===== config.mk =====
export PLATFORM = sky130hd
export DESIGN_NAME = control_unit
export DESIGN_NICKNAME = d
export VERILOG_FILES = /design/src/rtl/cpu_pkg.sv /design/src/rtl/op_decode.sv /design/src/rtl/control_unit.sv
export SDC_FILE = /design/constraint.sdc
export NUM_CORES = 1
export LEC_CHECK = 0
export ABC_AREA = 1
export ABC_CLOCK_PERIOD_IN_PS = 3900
export BUFFER_PORTS_ARGS = -buffer_cell sky130_fd_sc_hd__buf_2
export CORE_AREA = 2 2 53 45
export DETAILED_ROUTE_END_ITERATION = 16
export DIE_AREA = 0 0 55 47
export MAX_ROUTING_LAYER = met4
export PLACE_DENSITY_LB_ADDON = 0.2
export SYNTH_ARGS = -nofsm -noshare
export SYNTH_HDL_FRONTEND = slang
export SYNTH_SLANG_ARGS = --single-unit
export TNS_END_PERCENT = 10

===== constraint.sdc =====
create_clock -name clock -period 3.9 [get_ports clock]
set_clock_uncertainty 0.2 [all_clocks]
set_input_delay 0 -clock clock [delete_from_list [all_inputs] [get_ports clock]]
set_output_delay 0 -clock clock [all_outputs]
set_load 0.005 [all_outputs]

===== src/rtl/cpu_pkg.sv =====
// Shared definitions for the hardwired control unit: opcode values, ALU
// operation codes, instruction classes, sequencer state encoding and the
// IR field positions the control unit looks at.
package cpu_pkg;

  // Opcode field position inside IR
  localparam int OP_MSB = 31;
  localparam int OP_LSB = 27;

  // Opcodes
  localparam logic [4:0] OP_LD   = 5'b00000;
  localparam logic [4:0] OP_LDI  = 5'b00001;
  localparam logic [4:0] OP_ST   = 5'b00010;
  localparam logic [4:0] OP_ADD  = 5'b00011;
  localparam logic [4:0] OP_SUB  = 5'b00100;
  localparam logic [4:0] OP_AND  = 5'b00101;
  localparam logic [4:0] OP_OR   = 5'b00110;
  localparam logic [4:0] OP_SHR  = 5'b00111;
  localparam logic [4:0] OP_SHL  = 5'b01000;
  localparam logic [4:0] OP_ROR  = 5'b01001;
  localparam logic [4:0] OP_ROL  = 5'b01010;
  localparam logic [4:0] OP_ADDI = 5'b01100;
  localparam logic [4:0] OP_ANDI = 5'b01101;
  localparam logic [4:0] OP_ORI  = 5'b01110;
  localparam logic [4:0] OP_NOP  = 5'b11010;
  localparam logic [4:0] OP_HALT = 5'b11011;

  // ALU operation codes driven on alu_op
  localparam logic [3:0] ALU_ADD = 4'd0;
  localparam logic [3:0] ALU_SUB = 4'd1;
  localparam logic [3:0] ALU_AND = 4'd2;
  localparam logic [3:0] ALU_OR  = 4'd3;
  localparam logic [3:0] ALU_SHR = 4'd4;
  localparam logic [3:0] ALU_SHL = 4'd5;
  localparam logic [3:0] ALU_ROR = 4'd6;
  localparam logic [3:0] ALU_ROL = 4'd7;

  // Instruction classes; each class has its own execute-step recipe
  typedef enum logic [2:0] {
    CLS_ILLEGAL = 3'd0,
    CLS_R       = 3'd1,
    CLS_IMM     = 3'd2,
    CLS_LDI     = 3'd3,
    CLS_LD      = 3'd4,
    CLS_ST      = 3'd5,
    CLS_NOP     = 3'd6,
    CLS_HALT    = 3'd7
  } op_class_t;

  // Sequencer states; T0..T7 encode their own step number
  typedef enum logic [3:0] {
    S_T0    = 4'd0,
    S_T1    = 4'd1,
    S_T2    = 4'd2,
    S_T3    = 4'd3,
    S_T4    = 4'd4,
    S_T5    = 4'd5,
    S_T6    = 4'd6,
    S_T7    = 4'd7,
    S_RESET = 4'd8,
    S_HALT  = 4'd15
  } state_t;

  // Debug step number for a state: RESET reports 0, HALT reports 15
  function automatic logic [3:0] state_step(state_t s);
    logic [3:0] r;
    if (s == S_RESET) r = 4'd0;
    else              r = s;
    return r;
  endfunction

endpackage


===== src/rtl/op_decode.sv =====
// Combinational opcode decoder: maps the IR opcode field to an instruction
// class and the ALU operation used in the class's compute step.
module op_decode
  import cpu_pkg::*;
#(
  parameter int OPW = 5
) (
  input  logic [OPW-1:0] opcode,
  output op_class_t      op_class,
  output logic [3:0]     alu_op
);

  // Opcode to class and ALU operation; anything unlisted is illegal
  always_comb begin
    op_class = CLS_ILLEGAL;
    alu_op   = ALU_ADD;
    case (opcode)
      OPW'(OP_ADD):  begin op_class = CLS_R;    alu_op = ALU_ADD; end
      OPW'(OP_SUB):  begin op_class = CLS_R;    alu_op = ALU_SUB; end
      OPW'(OP_AND):  begin op_class = CLS_R;    alu_op = ALU_AND; end
      OPW'(OP_OR):   begin op_class = CLS_R;    alu_op = ALU_OR;  end
      OPW'(OP_SHR):  begin op_class = CLS_R;    alu_op = ALU_SHR; end
      OPW'(OP_SHL):  begin op_class = CLS_R;    alu_op = ALU_SHL; end
      OPW'(OP_ROR):  begin op_class = CLS_R;    alu_op = ALU_ROR; end
      OPW'(OP_ROL):  begin op_class = CLS_R;    alu_op = ALU_ROL; end
      OPW'(OP_ADDI): begin op_class = CLS_IMM;  alu_op = ALU_ADD; end
      OPW'(OP_ANDI): begin op_class = CLS_IMM;  alu_op = ALU_AND; end
      OPW'(OP_ORI):  begin op_class = CLS_IMM;  alu_op = ALU_OR;  end
      OPW'(OP_LDI):  begin op_class = CLS_LDI;  alu_op = ALU_ADD; end
      OPW'(OP_LD):   begin op_class = CLS_LD;   alu_op = ALU_ADD; end
      OPW'(OP_ST):   begin op_class = CLS_ST;   alu_op = ALU_ADD; end
      OPW'(OP_NOP):  begin op_class = CLS_NOP;  alu_op = ALU_ADD; end
      OPW'(OP_HALT): begin op_class = CLS_HALT; alu_op = ALU_ADD; end
      default:       begin op_class = CLS_ILLEGAL; alu_op = ALU_ADD; end
    endcase
  end

endmodule


===== src/rtl/control_unit.sv =====
// Hardwired micro-step sequencer for the RISC CPU datapath.
// Steps through fetch (T0-T2) and per-class execute steps (T3-T7), driving
// every datapath enable, ALU operation and memory strobe as a Moore decode
// of the state register and IR.
// Optional feature macro: CONTROL_UNIT_STALL_EN -- when defined, memory
// steps wait for mem_ready; otherwise every memory step takes one cycle.
//
// Memory handshake: read/write act as the request and stay high for the
// whole memory step; mem_ready high in a cycle means the memory completes
// the transfer at that cycle's closing edge, and only then does the
// sequencer leave the step. mem_ready is ignored outside memory steps.
//
// IR is loaded at the end of T2, so the opcode is only trusted from the
// cycle after T2. That cycle is the dispatch slot: for executing classes it
// is T3, for nop/illegal it behaves as T0 of the next fetch, and for halt
// it is already the halted state.
module control_unit
  import cpu_pkg::*;
#(
  parameter int OPW   = 5,
  parameter int STEPW = 4
) (
  input  logic             clock,
  input  logic             clear,
  input  logic [31:0]      ir,
  input  logic             mem_ready,
  output logic             pci,
  output logic             pco,
  output logic             iri,
  output logic             mari,
  output logic             mdri,
  output logic             mdro,
  output logic             ryi,
  output logic             zi,
  output logic             zlo_o,
  output logic             inc_pc,
  output logic             read,
  output logic             write,
  output logic             gra,
  output logic             grb,
  output logic             grc,
  output logic             rin,
  output logic             rout,
  output logic             ba_out,
  output logic             c_out,
  output logic [3:0]       alu_op,
  output logic             run,
  output logic             illegal,
  output logic [STEPW-1:0] step
);

  state_t         state;
  state_t         eff_state;
  op_class_t      op_class;
  logic [3:0]     dec_alu;
  logic [OPW-1:0] opcode;
  logic           hold;
  logic           unused_bits;

  assign opcode = ir[OP_MSB -: OPW];

  op_decode #(.OPW(OPW)) u_op_decode (
    .opcode   (opcode),
    .op_class (op_class),
    .alu_op   (dec_alu)
  );

  // Dispatch slot collapses to T0 (nop/illegal) or HALT (halt)
  always_comb begin
    eff_state = state;
    if (state == S_T3) begin
      case (op_class)
        CLS_NOP, CLS_ILLEGAL: eff_state = S_T0;
        CLS_HALT:             eff_state = S_HALT;
        default:              eff_state = S_T3;
      endcase
    end
  end

`ifdef CONTROL_UNIT_STALL_EN
  logic mem_step;

  // Hold a memory step until the memory reports completion
  always_comb begin
    mem_step = (eff_state == S_T1)
            || (eff_state == S_T6 && op_class == CLS_LD)
            || (eff_state == S_T7 && op_class == CLS_ST);
    hold     = mem_step && !mem_ready;
  end
  assign unused_bits = ^ir[OP_LSB-1:0];
`else
  assign hold        = 1'b0;
  assign unused_bits = ^{ir[OP_LSB-1:0], mem_ready};
`endif

  // Step sequencer: one step per cycle, async abort to RESET
  always_ff @(posedge clock or negedge clear) begin
    if (!clear) begin
      state <= S_RESET;
    end else if (!hold) begin
      case (eff_state)
        S_RESET: state <= S_T0;
        S_T0:    state <= S_T1;
        S_T1:    state <= S_T2;
        S_T2:    state <= S_T3;
        S_T3:    state <= S_T4;
        S_T4:    state <= S_T5;
        S_T5:    state <= (op_class == CLS_LD || op_class == CLS_ST) ? S_T6 : S_T0;
        S_T6:    state <= S_T7;
        S_T7:    state <= S_T0;
        S_HALT:  state <= S_HALT;
        default: state <= S_RESET;
      endcase
    end
  end

  // Moore decode of enables, strobes and ALU operation per step and class
  always_comb begin
    pci    = 1'b0; pco    = 1'b0; iri    = 1'b0; mari   = 1'b0;
    mdri   = 1'b0; mdro   = 1'b0; ryi    = 1'b0; zi     = 1'b0;
    zlo_o  = 1'b0; inc_pc = 1'b0; read   = 1'b0; write  = 1'b0;
    gra    = 1'b0; grb    = 1'b0; grc    = 1'b0; rin    = 1'b0;
    rout   = 1'b0; ba_out = 1'b0; c_out  = 1'b0; alu_op = ALU_ADD;
    case (eff_state)
      S_T0: begin
        pco = 1'b1; mari = 1'b1; inc_pc = 1'b1; zi = 1'b1;
      end
      S_T1: begin
        zlo_o = 1'b1; pci = 1'b1; read = 1'b1; mdri = 1'b1;
      end
      S_T2: begin
        mdro = 1'b1; iri = 1'b1;
      end
      S_T3: begin
        grb = 1'b1; ryi = 1'b1;
        if (op_class == CLS_R || op_class == CLS_IMM) rout   = 1'b1;
        else                                          ba_out = 1'b1;
      end
      S_T4: begin
        zi     = 1'b1;
        alu_op = dec_alu;
        if (op_class == CLS_R) begin
          grc = 1'b1; rout = 1'b1;
        end else begin
          c_out = 1'b1;
        end
      end
      S_T5: begin
        zlo_o = 1'b1;
        if (op_class == CLS_LD || op_class == CLS_ST) begin
          mari = 1'b1;
        end else begin
          gra = 1'b1; rin = 1'b1;
        end
      end
      S_T6: begin
        mdri = 1'b1;
        if (op_class == CLS_ST) begin
          gra = 1'b1; rout = 1'b1;
        end else begin
          read = 1'b1;
        end
      end
      S_T7: begin
        if (op_class == CLS_ST) begin
          write = 1'b1;
        end else begin
          mdro = 1'b1; gra = 1'b1; rin = 1'b1;
        end
      end
      default: begin
        alu_op = ALU_ADD;
      end
    endcase
  end

  // Status: run, illegal-opcode pulse in the dispatch slot, debug step
  always_comb begin
    run     = (state != S_RESET) && (eff_state != S_HALT);
    illegal = (state == S_T3) && (op_class == CLS_ILLEGAL);
    step    = STEPW'(state_step(eff_state));
  end

endmodule


# ---- Yosys cells after proc, flatten, opt, wreduce, memory -nomap -nowiden
# Memories as Yosys holds them, arrays and structs flattened.
# Index checks and enable logic that the tools add are counted.
dict set report op_classes {
  n_eq_ne 18
  n_mux 31
  reduce_logical 11
}
# op n
set op_table {}
lappend op_table {{4-bit one-hot mux with 9 select lines} 1}
lappend op_table {{1-bit 2-to-1 mux} 19}
lappend op_table {{4-bit by 3-bit equality test with 1-bit output, second input constant} 4}
lappend op_table {{3-bit equality test, second input constant} 4}
lappend op_table {{4-bit by 2-bit equality test with 1-bit output, second input constant} 3}
lappend op_table {{4-bit 2-to-1 mux} 3}
lappend op_table {{2-bit OR reduction} 5}
lappend op_table {{4-bit equality test, second input constant} 2}
lappend op_table {{4-bit inequality test, second input constant} 2}
lappend op_table {{1-bit one-hot mux with 2 select lines} 4}
lappend op_table {{4-bit one-hot mux with 2 select lines} 1}
lappend op_table {{1-bit one-hot mux with 3 select lines} 2}
lappend op_table {{4-bit by 1-bit equality test with 1-bit output, second input constant} 1}
lappend op_table {{4-bit zero test} 1}
lappend op_table {{3-bit by 1-bit equality test with 1-bit output, second input constant} 1}
lappend op_table {{3-bit by 2-bit equality test with 1-bit output, second input constant} 1}
lappend op_table {{3-bit zero test} 1}
lappend op_table {{3-bit 2-to-1 mux} 1}
lappend op_table {{1-bit logical AND} 2}
lappend op_table {{1-bit logical OR} 2}
dict set report word_totals {
  regBits 4
  mem_bits_ro 192
  output_inout_bits 29
  wordCells 62
  n_memories 1
}
# name depth word_bits rd rd_ports_with_merged_regs wr line_no
set memory_table {}
lappend memory_table {{(name not given)} 32 6 1 0 0 op_decode.sv:17} ;# case (opcode)

# ---- Logic depth before layout (Yosys ltp)
# An unclocked memory read counts as a cell.
dict set report logic_depth {
  word_depth 8
  mapped_depth 16
  depth_no_buf 16
}

# ---- Cells and area by module
# Synthesis repeated with hierarchy kept, for this count alone.
dict set report unflattened {
  hier_cells 143
  area_unflattened_um2 777.0
}
# module n_inst cells_each area_each_um2
set modules_own_cells {}
lappend modules_own_cells {control_unit 1 102 545.5}
lappend modules_own_cells {op_decode 1 41 231.5}

# ---- Worst setup path before layout
# OpenSTA, ideal clock, no wires.
dict set report synth_timing {
  kind {flip-flop to flip-flop}
  startpoint {reg state[3]}
  endpoint {reg state[2]}
  setup_ps 75
  arrival_time_ps 1325
  path_slack_ps 2300
  stages_incl_launch_ff 9
  path_cell_list {dfstp_2 -> inv_2 -> nand4_2 -> inv_2 -> nor2_2 -> inv_2 -> o21ai_4 -> nand2_1 -> nand4_1}
}
dict set report synth_between {
  elab_chain_cells 5
  elab_cells_between_ends 14
  cone_classes {eq/ne (10); mux (2); reduce/logical (2)}
}
# element line_no
set synth_lines {}
lappend synth_lines {{start, declared} control_unit.sv:52} ;# state_t state;
lappend synth_lines {{start signal, assigned} control_unit.sv:108} ;# S_T5: state <= (op_class == CLS_LD || op_class == CLS_ST) ? S_T6 : S_T0;
lappend synth_lines {{4-bit by 2-bit equality test with 1-bit output} control_unit.sv:71} ;# if (state == S_T3) begin
lappend synth_lines {{4-bit 2-to-1 mux *} control_unit.sv:71}
lappend synth_lines {{4-bit equality test or 4-bit by 3-bit equality test with 1-bit output (tied branches)} control_unit.sv:101} ;# case (eff_state)
lappend synth_lines {{2-bit OR reduction (no source line)} n/a}
lappend synth_lines {{4-bit one-hot mux with 9 select lines *} control_unit.sv:101}
# Mark *: on every way between the ends. The rest lies on a longest branch, timed or not.

# ---- Worst setup path in the final report
dict set report layout_timing {
  startpoint {reg state[3]}
  endpoint {out rout}
}
dict set report layout_between {
  elab_chain_cells 4
  elab_cells_between_ends 6
  cone_classes {eq/ne (4); mux (2)}
}
# element line_no
set layout_lines {}
lappend layout_lines {{4-bit by 2-bit equality test with 1-bit output} control_unit.sv:71}
lappend layout_lines {{4-bit 2-to-1 mux *} control_unit.sv:71}
lappend layout_lines {{4-bit by 3-bit equality test with 1-bit output or 4-bit by 2-bit equality test with 1-bit output (tied branches)} control_unit.sv:124} ;# case (eff_state)
lappend layout_lines {{1-bit one-hot mux with 3 select lines *} control_unit.sv:124}
lappend layout_lines {{end, declared} control_unit.sv:43} ;# output logic rout,
# Marks and branches as above.

==> results.json <==
{
  "syn_area_um2": 807,
  "die_w_um": 55,
  "period_share_pct": 52.8,
  "synth_top_area_share_pct": 9.30,
  "grt-ovfl-total": 0,
  "synth_common_cells": "inv_1, nand2_1, nand2_2",
  "slowest_stage": "dfstp_2",
  "clk_latency_ns": 0.24,
  "grt_util_all_layers_pct": 16.8,
  "core-area_mm2": 0.00206,
  "rsz0062_at_grt": "no",
  "finalHoldViolCount": 0,
  "timing.fmax_ghz": 0.486,
  "tns_ns": 0,
  "grt_pass1_vias": 709,
  "cp.buffers_inverters": 5,
  "drc": 0,
  "status": "completed",
  "max_stage_delay_ns": 0.54,
  "synthToLayoutAreaGrowth_pct": 27.9,
  "largestRegisters": "state: 4 flops",
  "arrival_ns": 1.86,
  "synth_cell_types": 32,
  "clockBufferDepth": 2,
  "finalSetupViolCount": 0,
  "crit_top_cell": "inv_2",
  "yosys-top-cells-area": "dfrtp_1, ha_1, inv_1, nand2_1, nand2_2",
  "async_flop_share_pct": 100,
  "synth_seq_cells": 4,
  "cp_cell_sequence": "inv_2, nand4_2, inv_2, nor2_2, inv_2, o21ai_4, nand2_4, inv_4, nand2_2, nand2_2, buf_2",
  "largest_reg_flops": 4,
  "stdcell_count": 185,
  "dieArea_mm2": 0.00259,
  "cts_sinks": 4,
  "min_period_ns": 2.06,
  "drt_wl_total_um": 2020,
  "rows": 15,
  "crit_family": "flip-flops",
  "drive_gt1_share_pct": 43.8,
  "dpl.hpwl_um": 1690,
  "max_flop_register": "state",
  "cts_setup_buffers": 0,
  "fill_cells": 227,
  "maxCapViolCount": 0,
  "gp_congestion": 0.888,
  "end_kind": "output port",
  "firstDrtPassIters": 4,
  "synth-edff-count": 0,
  "path_clk_slew_ns": 0.03,
  "cts_tree": "built",
  "n_antenna_cell": 0,
  "final_util_pct": 50.0,
  "synth_ff_type": "dfrtp_1",
  "detail_route.wl_per_cell_um": 10.9,
  "via_per_inst": 4.90,
  "place_ws_ns": 2.09,
  "ctsHtreeMaxLevel": 1,
  "hold_path.class": "in2async",
  "first_iter_violations": 26,
  "vias": 907,
  "io_buffer_count": 34,
  "start_util_pct": 39.1,
  "seq_area_frac_synth_pct": 12.6,
  "synth_top_cell_by_area": "dfrtp_1",
  "hold_slack_ns": 0.0413,
  "cp.required_ns": 3.70,
  "synth_compound_area_share_pct": 12.1,
  "start_kind": "flip-flop",
  "cts_root_buf": "clkbuf_4",
  "dp_cells": 179,
  "critical_path_class": "reg2out",
  "cts_resized": 0,
  "grt_max_degree": 10,
  "cts_inserted_buffers": 3,
  "synth_mux_area_share_pct": 0,
  "maxSlewViolCount": 0,
  "yosysWarningCount": 0,
  "synth_top_family_by_area": "simple AND/OR/NAND/NOR gates",
  "grt_pass1_wl_um": 3040,
  "syn_inst": 123,
  "grt_antenna_before_repair": 0,
  "synth_xor_xnor_area_share_pct": 0,
  "synth-simple-area-share_pct": 50.4,
  "nNetsFinal": 202,
  "synth_most_common_cell": "inv_1",
  "irDropWorstVdd_mv": 0.120,
  "die_h_um": 47,
  "io_pins": 64,
  "critPathMaxFanout": 9,
  "power_leakage_nw": 0.634,
  "syn_avg_cell_area_um2": 6.56,
  "synth_fa_ha_area_share_pct": 9.30,
  "power_density_mw_per_mm2": 134,
  "ant_nets": 0,
  "layout_setup_ws_ns": 1.84,
  "synthesis.nets": 164
}
## metal layers
metal	track usage, %	routed length, um	vias to the layer above
li1	-	-	478
met1	25.3	974	384
met2	23.6	892	43
met3	1.91	148	2
met4	3.90	4	0
met5	-	0	-
## final cells by class
type | count | area (um2) | share of cell area [%]
Clock buffer | 4 | 26.3 | 2.55
Inverter | 26 | 100 | 9.70
Multi-Input combinational cell | 90 | 583 | 56.5
Sequential cell | 4 | 101 | 9.82
Tap cell | 25 | 31.3 | 3.03
Timing Repair Buffer | 36 | 190 | 18.4
## cell families after synthesis
group,Yosys count
compound gates,14
buf+inv,29
simple gates,69
other cells,1
flops,4
fa+ha+maj,6
## final timing paths
path / startpoint / end / slack [ns] / cells after the start
max: state[3]$_DFF_PN1_ / rout / 1.84 / 11
min: clear / state[3]$_DFF_PN1_ / 0.04 / 2
max reg2reg: state[3]$_DFF_PN1_ / state[0]$_DFF_PN0_ / 2.13 / 8
min reg2reg: state[3]$_DFF_PN1_ / state[3]$_DFF_PN1_ / 0.41 / 2
max in group asynchronous: clear / state[0]$_DFF_PN0_ / 2.90 / 3
min in group clock: ir[31] / state[3]$_DFF_PN1_ / 0.10 / 6
## through the flow
| stage | instance area, um2 | power [mW] |
|---|---|---|
| 6_report | 1030 | 0.138 |
| 5_1_grt | 1030 | 0.151 |
| 4_1_cts | 1030 | 0.139 |
| 3_5_place_dp | 986 | 0.0818 |
| 3_3_place_gp | 986 | 0.0802 |
| 2_1_floorplan | 807 | 0.0705 |
## repair_timing
action                                 CTS  global route
endpoints found under the hold margin    4             0
hold buffers                             2             0
setup endpoints to repair                0             0
## layout by cell type, fill, tap and decap left out
cell	count
buf_2	34
inv_1	19
nand2_1	17
nand2_2	9
nor2_1	8
nand4_1	8
nand3_1	7
inv_2	6
ha_1	6
nor2_2	4
nand3_2	4
nand2_4	4
a21oi_1	4
clkbuf_4	3
dfrtp_1	3
nor3_1	2
o21ai_0	2
nor4_1	2
dlygate4sd3_1	2
nand4_2	1
a21oi_2	1
nor2_4	1
o21ai_4	1
o21bai_1	1
nand3b_1	1
inv_4	1
o31ai_1	1
nor3b_1	1
a211oi_1	1
a2111oi_0	1
o21ai_1	1
a31oi_1	1
conb_1	1
clkbuf_1	1
dfstp_2	1
## power breakdown
| group | internal [mW] | switching, mW | leakage (nW) |
|---|---|---|---|
| sequential | 0.0418 | 0 | 0.0368 |
| combinational | 0.0141 | 0.0267 | 0.582 |
| clock | 0.0384 | 0.0172 | 0.0150 |
| total | 0.0943 | 0.0439 | 0.634 |
(Power assumes the default switching activity.)
